$ cat src/rtl/unidad_ejecucion.sv
// Multi-cycle execution unit: reads two registers, runs an ALU op or a 32-step
// shift-add multiply, then writes the result back in a single ESCR cycle.
module unidad_ejecucion #(
  parameter int unsigned DATA_W = 32,
  parameter int unsigned DIR_W  = 5
) (
  input  logic              clk,
  input  logic              rst,
  input  logic              inicio,
  input  logic [2:0]        op,
  input  logic [DIR_W-1:0]  rs,
  input  logic [DIR_W-1:0]  rt,
  input  logic [DIR_W-1:0]  rd,
  input  logic [DATA_W-1:0] datosIn1,
  input  logic [DATA_W-1:0] datosIn2,
  output logic [DIR_W-1:0]  dirLec1,
  output logic [DIR_W-1:0]  dirLec2,
  output logic [DIR_W-1:0]  dirEsc,
  output logic [DATA_W-1:0] datos,
  output logic              we,
  output logic              ocupado,
  output logic              listo,
  output logic              cero
);

  localparam int unsigned CntW = $clog2(DATA_W);
  localparam logic [2:0]  OpMul = 3'b101;

  typedef enum logic [2:0] {StIdle, StLeer, StEjec, StMult, StEscr} estado_t;

  estado_t             estado_q;
  logic [2:0]          op_q;
  logic [DIR_W-1:0]    rd_q;
  logic [DATA_W-1:0]   a_q, b_q;
  logic [DATA_W-1:0]   mcand_q, mplier_q, acc_q;
  logic [CntW-1:0]     cnt_q;

  logic [DATA_W-1:0]   alu_res, acc_sum, res_fin;
  logic                fin;

  always_comb begin
    alu_res = '0;
    case (op_q)
      3'b000:  alu_res = a_q + b_q;
      3'b001:  alu_res = a_q - b_q;
      3'b010:  alu_res = a_q & b_q;
      3'b011:  alu_res = a_q | b_q;
      3'b100:  alu_res = {{(DATA_W-1){1'b0}}, ($signed(a_q) < $signed(b_q))};
      3'b110:  alu_res = ~(a_q | b_q);
      default: alu_res = '0;
    endcase
  end

  // One shift-add step; the final step's sum is the product written in ESCR.
  assign acc_sum = mplier_q[0] ? (acc_q + mcand_q) : acc_q;
  assign res_fin = (estado_q == StMult) ? acc_sum : alu_res;
  assign fin     = ((estado_q == StEjec) && (op_q != OpMul)) ||
                   ((estado_q == StMult) && (cnt_q == CntW'(DATA_W - 1)));

  always_ff @(posedge clk) begin
    if (rst) begin
      estado_q <= StIdle;
      op_q     <= '0;
      rd_q     <= '0;
      a_q      <= '0;
      b_q      <= '0;
      mcand_q  <= '0;
      mplier_q <= '0;
      acc_q    <= '0;
      cnt_q    <= '0;
      dirLec1  <= '0;
      dirLec2  <= '0;
      dirEsc   <= '0;
      datos    <= '0;
      we       <= 1'b0;
      ocupado  <= 1'b0;
      listo    <= 1'b0;
      cero     <= 1'b0;
    end else begin
      we    <= 1'b0;
      listo <= 1'b0;
      if (fin) begin
        dirEsc   <= rd_q;
        datos    <= res_fin;
        we       <= (rd_q != '0);
        listo    <= 1'b1;
        cero     <= (res_fin == '0);
        estado_q <= StEscr;
      end
      case (estado_q)
        StIdle: begin
          if (inicio) begin
            op_q     <= op;
            rd_q     <= rd;
            dirLec1  <= rs;
            dirLec2  <= rt;
            ocupado  <= 1'b1;
            estado_q <= StLeer;
          end
        end
        StLeer: begin
          a_q      <= datosIn1;
          b_q      <= datosIn2;
          estado_q <= StEjec;
        end
        StEjec: begin
          if (op_q == OpMul) begin
            mcand_q  <= a_q;
            mplier_q <= b_q;
            acc_q    <= '0;
            cnt_q    <= '0;
            estado_q <= StMult;
          end
        end
        StMult: begin
          acc_q    <= acc_sum;
          mcand_q  <= mcand_q << 1;
          mplier_q <= mplier_q >> 1;
          cnt_q    <= cnt_q + 1'b1;
        end
        StEscr: begin
          ocupado  <= 1'b0;
          estado_q <= StIdle;
        end
        default: estado_q <= StIdle;
      endcase
    end
  end

endmodule

$ cat config.mk
export PLATFORM = sky130hd
export DESIGN_NAME = unidad_ejecucion
export DESIGN_NICKNAME = d
export VERILOG_FILES = /design/src/rtl/unidad_ejecucion.sv
export SDC_FILE = /design/constraint.sdc
export NUM_CORES = 1
export LEC_CHECK = 0
export BUFFER_PORTS_ARGS = -buffer_cell sky130_fd_sc_hd__buf_2
export CORE_MARGIN = 4
export CORE_UTILIZATION = 26
export DETAILED_ROUTE_END_ITERATION = 6
export GPL_ROUTABILITY_DRIVEN = 0
export RECOVER_POWER = 50
export SLEW_MARGIN = 20
export SYNTH_ARGS = -nofsm -noshare
export SYNTH_HDL_FRONTEND = slang
export SYNTH_SLANG_ARGS = --single-unit
$ cat constraint.sdc
create_clock -name clk -period 10.2 [get_ports clk]
set_input_delay 0.51 -clock clk [delete_from_list [all_inputs] [get_ports clk]]
set_output_delay 0.51 -clock clk [all_outputs]
set_load 0.02 [all_outputs]
==> flow_summary.toml <==
[sta]
rsz0062_at_grt = "no"
fin_tns_setup_ns = 0
final-hold-violation-count = 0
slew_viol_final = 205
maxSlewHeadroom_pct = -151
tightest_slew_ns = 3.77
worst_clock_skew_ns = 0.0231
fin_crit_ns = 6.70
timing.fmax_mhz = 149
setup_viol = 0
min_period_over_period_pct = 65.7

[cells_and_area]
num-nets-final = 2458
seq_area_mm2 = 0.00454
drive_gt1_share_pct = 8.70
multi_input_comb_area_mm2 = 0.0107
final_util_pct = 29.8
fill_cells = 6745
syn_to_final_growth_pct = 13.7

[global_routing]
grt_pass1_vias = 15730
grt_pass1_wl_um = 95200
grt_util_all_layers_pct = 18.0
grt_max_degree = 78
grt_overflow = 0
antenna_found_initial = 5

[synth]
async_reset_ff_share_pct = 0
syn_avg_cell_area_um2 = 7.39
yosys_most_used_dff = "dfxtp_1"
yosys_warnings = 0
synth_edf_count = 0
synth_seq_cells = 227
ys_seq_area_share_pct = 28.1
synthCells = 2188
syn_nets = 2412
synthesis.area_mm2 = 0.0162
ys_types = 86

[critical_path]
cp.arrival_ns = 7.15
cp.required_ns = 10.66
path_max_fanout = 77
start_kind = "input port"
worst_setup_path_end_kind = "flip-flop"
worstSetupPathType = "in2reg"

[die]
coreArea_mm2 = 0.0616
die_area_mm2 = 0.0662
start_util_pct = 26.2
fp-row-count = 91
ios = 136
die_h_um = 257
dieWidth_um = 257

[placement]
portBuffers = 135
dpl.hpwl_um = 46700

[route]
drt_iter0_markers = 1886
wl_per_cell_um = 20.4
routed_wirelength_um = 63000
vias = 16723
vias_per_cell = 5.41
drt.antenna.violating_nets = 0
dr.pass1.iters = 6
drc_errors = 0

[clock_network]
clockBufferDepth = 3
cts.reportedPaths.clkPinSlew_ns = 0.06
root_buffer = "clkbuf_16"
tritoncts = "done"
post_cts_buffers = 0
cts_resized = 0
clk-insertion-delay-late_ns = 0.58
cts_made_buffers = 27
cts_hold_buf = 0
cts-htree-levels = 1
clkSinkCount = 227

[pwr]
ir_drop_uv = 109
power_density_mw_per_mm2 = 141
p_sw_share_pct = 34.1
leakagePower_uw = 0.00689
p_switching_uw = 884
power.internal_uw = 1710
comb_power_share_pct = 25.8
seq_power_share_pct = 36.8
pwr-share-clk_pct = 37.4

[job]
maxCapViolCount = 4

[min_path]
worst_hold_path_type = "in2reg"

[status]
violations = "capacitance limit, slew limit"
status = "finished with violations"
==> synthesized netlist by cell type, drive strengths merged (13+ instances only) <==
cell type,instances,area share [%]
nor4,13,0.63
o21ai,84,2.6
clkbuf,125,2.9
o221ai,15,0.81
nand3,39,1.2
a211oi,42,2.0
dfxtp,227,28
nor2,235,5.5
buf,18,0.52
a31oi,13,0.54
a21oi,268,8.3
nand4,23,0.89
xnor2,34,1.8
inv,108,2.5
a21o,16,0.74
nand2b,15,0.58
o211ai,36,1.7
nor3,43,1.3
ha,136,11
o31ai,23,1.1
o21a,13,0.60
nor2b,19,0.74
mux2i,35,2.2
or3,13,0.57
a22oi,44,2.0
a2111oi,34,1.8
nand2,324,7.5
and3,20,0.78
==> metrics by stage <==
| stage | cell area [µm²] | worst slack, ns | hold slack [ns] | std cells | total power [µW] |
|---|---|---|---|---|---|
| 2_1_floorplan | 16200 | 6.66 | 0.440 | 2188 | 1410 |
| 3_3_place_gp | 17600 | 6.00 | 0.441 | 3042 | 1620 |
| 3_5_place_dp | 17600 | 6.04 | 0.443 | 3042 | 1620 |
| 4_1_cts | 18500 | 6.01 | 0.152 | 3089 | 2590 |
| 5_1_grt | 18400 | 3.07 | 0.163 | 3089 | 2700 |
| 6_report | 18400 | 3.50 | 0.170 | 3091 | 2590 |
==> logic make-up after synthesis <==
group                      count (synthesis)  synth area share (%)
and+or+nand+nor                          790                  21.9
AOI/OAI and AO/OA                        697                  28.3
buffers and inverters                    252                  5.95
DFF                                      227                  28.1
adders and majority gates                139                  10.9
xor gates and xnor gates                  45                  2.44
muxes                                     38                  2.38
==> layout make-up <==
type                    count  area share (%)
clock inverters            13           0.729
repair buffers            160            4.28
clock buffers              34            4.04
inverters                 109            2.23
diodes                      2          0.0272
flip-flops and latches    227            24.7
well taps                 837            5.70
multi-input cells        1709            58.3
==> power groups by stage <==
stage / sequential [µW] / combinational [µW] / clock, µW
6_report: 955 / 668 / 968
5_1_grt: 959 / 715 / 1020
4_1_cts: 954 / 649 / 991
3_5_place_dp: 974 / 645 / 0
3_3_place_gp: 973 / 649 / 0
2_1_floorplan: 973 / 433 / 0
==> worst max-delay path, stage by stage <==
cell and delay, ns:
clkbuf_1 2.49, clkbuf_1 2.78, buf_4 0.98, nor2_1 0.15, o21a_1 0.14
==> state kept, by name, indices dropped and copies added, names as in the netlist <==
signal / cells
acc_q: 32
a_q: 32
mcand_q: 32
datos: 32
estado_q: 3
cero: 1
ocupado: 1
b_q: 32
mplier_q: 32
we: 1
dirEsc: 5
rd_q: 5
dirLec1: 5
listo: 1
dirLec2: 5
cnt_q: 5
op_q: 3
==> metal layers <==
layer | part of all wire (%) | up-vias | track usage [%]
met5 | 0.043 | - | 0
met4 | 4.0 | 4 | 6.90
met3 | 8.3 | 163 | 3.61
met2 | 45 | 723 | 28.9
met1 | 43 | 7905 | 23.8
li1 | - | 7928 | -
==> worst paths after layout <==
path	from	to	slack (ns)	cells past startpoint
setup / recovery	rst	we$_SDFF_PP0_	3.50	5
hold / removal	datosIn1[15]	a_q[15]$_SDFFE_PP0P_	0.17	3
setup reg to reg	op_q[0]$_SDFFE_PP0P_	acc_q[3]$_SDFFE_PP0P_	4.66	8
hold reg to reg	dirLec2[0]$_SDFFE_PP0P_	dirLec2[0]$_SDFFE_PP0P_	0.45	2
==> cells in the final DEF, fill, tap and decap left out, types with 15 or more instances in the layout <==
cell type and count:
nand2_1 324, a21oi_1 267, nor2_1 231, dfxtp_1 227, ha_1 136, inv_1 108, o21ai_0 83, buf_2 83
clkbuf_1 58, a22oi_1 44, a211oi_1 42, nor3_1 41, nand3_1 39, o211ai_1 35, mux2i_1 35, a2111oi_0 34
xnor2_1 34, clkbuf_16 27, nand4_1 23, o31ai_1 22, buf_4 22, and3_1 19, nor2b_1 19, a21o_1 16
nand2b_1 15, o221ai_1 15
Power figures use the tool's default switching activity.
